File: src/rtl/bp_cce_pkg.sv
// Shared CCE definitions used by the GPR write-port scheduler and its tag queue.
package bp_cce_pkg;

  localparam int bp_cce_inst_num_gpr   = 8;
  localparam int bp_cce_inst_gpr_width = 64;

  typedef enum logic {
    e_idle,
    e_wait
  } bp_cce_gpr_wr_sched_state_e;

endpackage

File: src/rtl/bsg_fifo_1r1w_small.sv
// Small circular-buffer FIFO: one push port, one pop port, occupancy count.
module bsg_fifo_1r1w_small #(
  parameter int width_p = 8,
  parameter int els_p   = 2
) (
  input  logic                           clk_i,
  input  logic                           reset_i,
  input  logic                           v_i,
  input  logic [width_p-1:0]             data_i,
  input  logic                           yumi_i,
  output logic                           v_o,
  output logic [width_p-1:0]             data_o,
  output logic                           full_o,
  output logic [$clog2(els_p+1)-1:0]     count_o
);

  localparam int ptr_w = (els_p > 1) ? $clog2(els_p) : 1;
  localparam int cnt_w = $clog2(els_p + 1);

  logic [width_p-1:0] mem [els_p];
  logic [ptr_w-1:0]   rd_ptr, wr_ptr;
  logic [cnt_w-1:0]   cnt;

  function automatic logic [ptr_w-1:0] ptr_inc(input logic [ptr_w-1:0] p);
    return (p == ptr_w'(els_p - 1)) ? '0 : p + 1'b1;
  endfunction

  // NOTE: sequential state uses non-blocking assignments so every register
  // samples pre-edge values regardless of statement order.
  always_ff @(posedge clk_i) begin
    if (reset_i) begin
      rd_ptr <= '0;
      wr_ptr <= '0;
      cnt    <= '0;
    end else begin
      if (v_i)    wr_ptr <= ptr_inc(wr_ptr);
      if (yumi_i) rd_ptr <= ptr_inc(rd_ptr);
      unique case ({v_i, yumi_i})
        2'b10:   cnt <= cnt + 1'b1;
        2'b01:   cnt <= cnt - 1'b1;
        default: cnt <= cnt;
      endcase
    end
  end

  // NOTE: storage is deliberately not reset; the count alone says which
  // entries are valid, so clearing the array would only add reset fan-out.
  always_ff @(posedge clk_i) begin
    if (v_i) mem[wr_ptr] <= data_i;
  end

  assign data_o  = mem[rd_ptr];
  assign v_o     = (cnt != '0);
  assign full_o  = (cnt == cnt_w'(els_p));
  assign count_o = cnt;

endmodule

File: src/rtl/bp_cce_gpr_wr_sched.sv
// Schedules the single GPR write port between immediate instruction writes and
// late directory-read results, with an in-order tag queue and GPR scoreboard.
module bp_cce_gpr_wr_sched
  import bp_cce_pkg::*;
#(
  parameter int num_gpr_p   = bp_cce_inst_num_gpr,
  parameter int gpr_width_p = bp_cce_inst_gpr_width,
  parameter int dir_tags_p  = 2
) (
  input  logic                   clk_i,
  input  logic                   reset_i,
  input  logic                   inst_v_i,
  input  logic [num_gpr_p-1:0]   inst_gpr_w_i,
  input  logic [num_gpr_p-1:0]   inst_src_mask_i,
  input  logic                   inst_dir_rd_i,
  input  logic [num_gpr_p-1:0]   inst_dir_dst_i,
  input  logic [gpr_width_p-1:0] inst_data_i,
  output logic                   inst_ready_o,
  input  logic                   dir_v_i,
  input  logic [gpr_width_p-1:0] dir_data_i,
  output logic [num_gpr_p-1:0]   gpr_w_mask_o,
  output logic [gpr_width_p-1:0] gpr_w_data_o,
  output logic [num_gpr_p-1:0]   gpr_busy_o,
  output logic                   dir_idle_o,
  output logic                   err_o
);

  localparam int cnt_w = $clog2(dir_tags_p + 1);

  bp_cce_gpr_wr_sched_state_e state_r, state_n;

  logic [num_gpr_p-1:0] busy_r, head_tag, retire_mask, busy_eff;
  logic [cnt_w-1:0]     q_cnt;
  logic                 q_v, q_full, dir_pop, push, stall, err_r, err_set;

  bsg_fifo_1r1w_small #(
    .width_p (num_gpr_p),
    .els_p   (dir_tags_p)
  ) tag_q (
    .clk_i   (clk_i),
    .reset_i (reset_i),
    .v_i     (push),
    .data_i  (inst_dir_dst_i),
    .yumi_i  (dir_pop),
    .v_o     (q_v),
    .data_o  (head_tag),
    .full_o  (q_full),
    .count_o (q_cnt)
  );

  // A retiring GPR is treated as free in the cycle its result is written.
  assign dir_pop     = dir_v_i & q_v;
  assign retire_mask = dir_pop ? head_tag : '0;
  assign busy_eff    = busy_r & ~retire_mask;

  assign stall = (dir_v_i & (|inst_gpr_w_i))
               | (|(inst_src_mask_i & busy_eff))
               | (|(inst_gpr_w_i & busy_eff))
               | (inst_dir_rd_i & (|(inst_dir_dst_i & busy_eff)))
               | (inst_dir_rd_i & q_full & ~dir_v_i);

  assign inst_ready_o = inst_v_i & ~stall;
  assign push         = inst_ready_o & inst_dir_rd_i;

  // NOTE: every output of this block gets a default first, so no path can
  // leave a value unassigned and infer a latch.
  always_comb begin
    gpr_w_mask_o = '0;
    gpr_w_data_o = '0;
    if (dir_v_i) begin
      gpr_w_mask_o = retire_mask;
      gpr_w_data_o = dir_data_i;
    end else if (inst_ready_o) begin
      gpr_w_mask_o = inst_gpr_w_i;
      gpr_w_data_o = inst_data_i;
    end
  end

  assign err_set = (dir_v_i & ~q_v)
                 | (inst_v_i & (($countones(inst_gpr_w_i) > 1)
                              | (inst_dir_rd_i & ($countones(inst_dir_dst_i) > 1))));

  always_ff @(posedge clk_i) begin
    if (reset_i) begin
      busy_r <= '0;
      err_r  <= 1'b0;
    end else begin
      busy_r <= busy_eff | (push ? inst_dir_dst_i : '0);
      err_r  <= err_r | err_set;
    end
  end

  always_ff @(posedge clk_i) begin
    if (reset_i) state_r <= e_idle;
    else         state_r <= state_n;
  end

  always_comb begin
    state_n = state_r;
    unique case (state_r)
      e_idle: if (push) state_n = e_wait;
      e_wait: if (dir_pop && (q_cnt == cnt_w'(1)) && !push) state_n = e_idle;
      default: state_n = e_idle;
    endcase
  end

  always_comb begin
    dir_idle_o = (state_r == e_idle);
  end

  assign gpr_busy_o = busy_r;
  assign err_o      = err_r;

endmodule

File: config.mk
export PLATFORM = sky130hd
export DESIGN_NAME = bp_cce_gpr_wr_sched
export DESIGN_NICKNAME = d
export VERILOG_FILES = /design/src/rtl/bp_cce_pkg.sv /design/src/rtl/bsg_fifo_1r1w_small.sv /design/src/rtl/bp_cce_gpr_wr_sched.sv
export SDC_FILE = /design/constraint.sdc
export NUM_CORES = 1
export LEC_CHECK = 0
export ABC_AREA = 0
export BUFFER_PORTS_ARGS = -buffer_cell sky130_fd_sc_hd__buf_2
export CAP_MARGIN = 10
export CORE_AREA = 2 2 113 115
export DETAILED_ROUTE_END_ITERATION = 6
export DIE_AREA = 0 0 115 117
export PLACE_DENSITY_LB_ADDON = 0.15
export SLEW_MARGIN = 30
export SYNTH_ARGS = -nofsm -noshare
export SYNTH_HDL_FRONTEND = slang
export SYNTH_HIERARCHICAL = 1
export SYNTH_SLANG_ARGS = --single-unit
File: constraint.sdc
create_clock -name clk_i -period 5.9 [get_ports clk_i]
set_clock_uncertainty 0.05 [all_clocks]
set_input_delay 1.18 -clock clk_i [delete_from_list [all_inputs] [get_ports clk_i]]
set_output_delay 1.18 -clock clk_i [all_outputs]
set_load 0.1 [all_outputs]
==> run metrics, run 1 <==
outcome=finished, final reports clean; total CTS buffers=5; post-CTS sizing=0; CTS sink count=31; synth warn=6; via count=between 3000 and 4000; ys flop type=edfxtp_1; initial antenna violation count=2; top-area cell type share of the netlist area=0.242; drt drc=0; number of max-cap violations=0; first-pass iteration count of the detailed router=4; hold_sp=tag_q/count_o[1]; detailed-route wire length=between 10000 and 15000 um; Crit. Startpoint=dir_v_i; number of fill cells=1267; total power=about 1.2 mW; ant diodes=0; IO Port Bufs=~240; # IOs=240; syn avg cell area=just under 9 um^2; Setup Fix Bufs, Post-CTS=0; Layout Cells excl Fill=between 700 and 800; CP Class=in -> out; Layout Nets=805; worst min path class=reg -> reg; Starting Density=0.295; standard-cell rows=slightly above 40; Tmin final=between 4000 and 5000 ps; Routed WL per cell=about 17 um; Die Span Y=roughly 120 um; most frequent cells in the layout=buf_2 (238), inv_1 (92), nand2_1 (75); Final setup viols=0; Overflow after GRT=0; clk_lat worst skew=between 200 and 300 ps; dpl cells=just under 800; P_leak=2.69 nW; Hold Vio Cnt, Final=0; largest net degree at the start of global routing=71; RSZ-0062 raised after global routing=false; H-tree level count=2; number of synthesized flops with an enable pin=16; P per Cell Area=245 nW/um^2; CP Capture Type=output port; DP HPWL=between 10000 and 15000 um; register area share after synthesis=0.215; Relative slew margins=0.469; clock tree buffer depth=2; Yosys top cell by area=o41ai_2; number of global-route vias before repair=3449; WP data arrival=around 3600 ps; Tcrit/Tclk final=0.820; Worst Path Required=between 4000 and 5000 ps; first-pass GRT wire length=18500 um; synth-to-layout area growth=39.4%; Highest Clock Rate=207 MHz; GRT Resource Usage Total=0.174; crit path launch type=input port; Synth Net Count=588; gpl congestion=just over 0.8; asr flop ratio synth=0; worst vdd ir=about 200 uV; top cells by area, synth=o41ai_2 (24%), edfxtp_1 (13%), inv_1 (9.5%), dfxtp_1 (8.3%), nand2_1 (7.8%); Post-Synthesis Cell Area=3630 um^2; Final Max Slew Viols=0; DRT iter0 DRCs=219; post-synth cell types=41; Crit Path Max Fanout=70; remaining antenna violation count=0; CTS Root Cell=clkbuf_16; synthesis-stage register bit count=31; most common cell after layout, fill and taps aside=buf_2; Die Wd=roughly 120 um; Worst-path clk slew=about 50 ps; post-synthesis cell count=415; actual slew at the worst max-slew pin=slightly below 800 ps; CORE AREA=12300 um^2; cts hold-fix bufs=0; Vias/cell=between 4 and 5; fraction of layout cells with a size suffix above 1=0.523; CTS tree=yes; die area=roughly 13000 um^2
[metrics by stage]
stage	setup TNS [ps]	setup WS (ps)	hold slack (ps)	area, um^2	utilization
floorplan	-5330	-485	419	3630	-
global placement	0	1070	439	4910	0.399
detailed placement	0	1070	445	4910	0.399
CTS	0	1050	463	5050	0.411
global route	0	856	481	5050	0.411
finish	0	1060	459	5050	0.411
[path summary, 6_finish.rpt]
check	to	slack [ps]	cells after the start
worst min-delay path	tag_q/count_o[1]	460	2
worst min register to register	tag_q/count_o[1]	460	2
worst max register to register	tag_q/mem[0][6]	2650	9
worst max-delay path	gpr_w_data_o[6]	1060	8
[cells in the mapped netlist, drive strengths merged, types with 3 or more instances]
cell,number
o41ai,67
xnor2,3
dfxtp,15
nor2,7
o31ai,6
edfxtp,16
inv,92
nand2,75
ha,8
fa,8
nand3,18
nand3b,4
a21oi,5
buf,18
mux2,10
o32ai,8
o21ai,3
o21a,3
o211ai,4
nand2b,6
clkbuf,17
or3,5
[cells by family (layout without fill, tap and decap cells)]
kind of cell	count (synthesis)	after routing	synth area share
XOR/XNOR	4	4	0.00966
flip-flops	31	31	0.215
AO/OA/AOI/OAI	101	101	0.361
adder cells (fa/ha/maj)	16	16	0.0717
multiplexers	10	10	0.0310
buffers and inverters	127	345	0.150
AND/OR/NAND/NOR	126	126	0.162
[cell type report]
type | count | area (um^2) | share of cell area
Multi-Input combinational cell | 257 | 2330 | 0.461
Timing Repair Buffer | 245 | 1270 | 0.251
Sequential cell | 31 | 781 | 0.154
Inverter | 92 | 345 | 0.0683
Tap cell | 150 | 188 | 0.0371
Clock buffer | 6 | 129 | 0.0255
Clock inverter | 2 | 12.5 | 0.00248
[flip-flops by register name, indices dropped and copies added (netlist names), named ones only]
name and count:
tag_q/mem 16, tag_q/wr_ptr 1, err_o 1, gpr_busy_o 8, state_r 1, tag_q/count_o 2, tag_q/rd_ptr 1
[where the power goes]
group	total, mW	internal (mW)	switching, mW
registers	0.255	0.241	0.0136
logic	0.749	0.176	0.572
clock network	0.236	0.155	0.0811
total	1.24	0.573	0.667
[layer usage]
| metal | GRT usage | wire length (um) | vias up |
|---|---|---|---|
| li1 | - | - | 1904 |
| met1 | 0.223 | 5380 | 1821 |
| met2 | 0.309 | 6590 | 129 |
| met3 | 0.0360 | 881 | 12 |
| met4 | 0.0249 | 106 | 4 |
| met5 | 0 | 26 | - |
[worst max-delay path: stages]
cell and delay, ps:
buf_4 390, nand3_2 220, a32o_1 310, and3b_1 250, nand3_4 90, buf_12 230, o41ai_1 380, buf_2 490
No activity file was read; power rests on OpenSTA's default activity.
==> run 2: changes to the inputs <==
==> constraint.sdc (replaced) <==
create_clock -name clk_i -period 5 [get_ports clk_i]
set_clock_uncertainty 0.05 [all_clocks]
set_input_delay 1 -clock clk_i [delete_from_list [all_inputs] [get_ports clk_i]]
set_output_delay 1 -clock clk_i [all_outputs]
set_load 0.1 [all_outputs]
==> run 2 against run 1 <==
Net effect: hold slack better by 6.2 ps; setup slack got worse by 450 ps; cell count rose by 0.51%; via count grew 3.2%; combinational power increased by 40%; die area is the same; register-to-register slack got worse by 1100 ps; sequential share of layout area down 2.4 points; wire length increased by 9.6%; critical path type unchanged; largest cell class unchanged.
==> run metrics, run 2 (synthesis results as in run 1) <==
synth-to-layout area growth=65.0%; number of fill cells=between 1000 and 1500; Worst-path clk slew=approximately 50 ps; crit path launch type=input port; total CTS buffers=5; Layout Nets=around 800; Tcrit/Tclk final=0.877; first-pass GRT wire length=20300 um; DRT iter0 DRCs=around 240; remaining antenna violation count=0; P per Cell Area=~270 nW/um^2; number of global-route vias before repair=between 3000 and 4000; DP Area=roughly 5800 um^2; CP Class=in -> out; Hold Vio Cnt, Final=0; Highest Clock Rate=between 200 and 250 MHz; outcome=finished, final reports clean; # IOs=240; Final setup viols=0; Final Max Slew Viols=0; most common cell after layout, fill and taps aside=buf_2; Most flops, register=tag_q/mem; P_leak=2.95 nW; via count=roughly 4000; largest net degree at the start of global routing=84; CP max stage cell=a222oi_1; standard-cell rows=41; clock tree buffer depth=2; Relative slew margins=0.387; post-CTS sizing=0; worst vdd ir=198 uV; most frequent cells in the layout=buf_2 (179), inv_1 (92), nand2_1 (75); CTS Root Cell=clkbuf_16; H-tree level count=2; Setup Fix Bufs, Post-CTS=0; worst min path class=reg -> reg; max reg flops=16; Die Wd=115 um; CORE AREA=around 12000 um^2; Die Span Y=117 um; gpl congestion=~0.8; Routed WL per cell=18.1 um; drt drc=0; clk_lat worst skew=approximately 270 ps; IO Port Bufs=239; WP data arrival=~3300 ps; Worst Path Required=about 4000 ps; Vias/cell=5.07; number of max-cap violations=0; Final Cell Area=approximately 6000 um^2; cts hold-fix bufs=0; CP max stage delay=590 ps; Crit Path Max Fanout=83; CTS sink count=31; DP HPWL=roughly 11000 um; actual slew at the worst max-slew pin=919 ps; CP Cell Sequence=buf_4, nand3_2, a222oi_1, nand3_4, buf_12, o41ai_2, buf_2; area of the multi-input gates=~2400 um^2; initial antenna violation count=1; first-pass iteration count of the detailed router=5; CP Capture Type=output port; Tmin final=4380 ps; fraction of layout cells with a size suffix above 1=0.528; hold slack final=between 400 and 500 ps; CTS tree=yes; Starting Density=0.295; GRT Resource Usage Total=0.192; RSZ-0062 raised after global routing=false; Overflow after GRT=0; die area=about 13000 um^2; detailed-route wire length=between 10000 and 15000 um; Sequential Area=~800 um^2
run 2: cell types whose count changed in the layout (fill, tap and decap cells not counted):
cell	previous run	this run
buf_2	238	179
buf_12	2	60
o31ai_1	6	2
o31ai_2	0	4
buf_4	5	7
clkbuf_1	1	3
diode_2	0	2
buf_16	0	1
clkinv_2	1	0
clkinvlp_4	1	0
run 2: path summary, 6_finish.rpt:
path	depth (start not counted)	start	slack (ps)	endpoint
max	7	dir_v_i	620	gpr_w_data_o[49]
min reg2reg	2	tag_q/rd_ptr	460	tag_q/rd_ptr
max reg2reg	8	flop	1560	tag_q/mem[0][2]
min	2	tag_q/rd_ptr	460	tag_q/rd_ptr
run 2: critical path: cells and delay by family:
| family | cells | cell delay (ps) |
|---|---|---|
| compound gates | 2 | 970 |
| buf+inv | 3 | 940 |
| simple gates | 2 | 300 |
run 2: metrics by stage:
| stage | TNS (ps) | util | worst slack (ps) | std cells | power, mW |
|---|---|---|---|---|---|
| floorplan | -12010 | - | -1020 | 415 | 1.02 |
| global placement | 0 | 0.472 | 670 | 776 | 1.34 |
| detailed placement | 0 | 0.472 | 634 | 776 | 1.35 |
| CTS | 0 | 0.483 | 600 | 784 | 1.63 |
| global route | 0 | 0.486 | 497 | 786 | 1.70 |
| finish | 0 | 0.486 | 617 | 787 | 1.63 |
run 2: layout make-up:
| class | count | share of cell area |
|---|---|---|
| Antenna cell | 2 | 0.000836 |
| Clock buffer | 8 | 0.0228 |
| Inverter | 92 | 0.0577 |
| Multi-Input combinational cell | 257 | 0.393 |
| Sequential cell | 31 | 0.130 |
| Tap cell | 150 | 0.0314 |
| Timing Repair Buffer | 247 | 0.364 |
run 2: power breakdown:
| group | switching (mW) | internal, mW | leakage, nW |
|---|---|---|---|
| combinational | 0.709 | 0.339 | 2.62 |
| clock | 0.101 | 0.185 | 0.0652 |
| sequential | 0.0164 | 0.285 | 0.267 |
run 2: per-layer routing:
layer | GRT usage | vias to the layer above | wire [um]
met4 | 0.0602 | 0 | 380
met1 | 0.252 | 1883 | 5740
li1 | - | 1905 | -
met5 | 0 | - | 0
met3 | 0.0350 | 25 | 1030
met2 | 0.323 | 181 | 7080
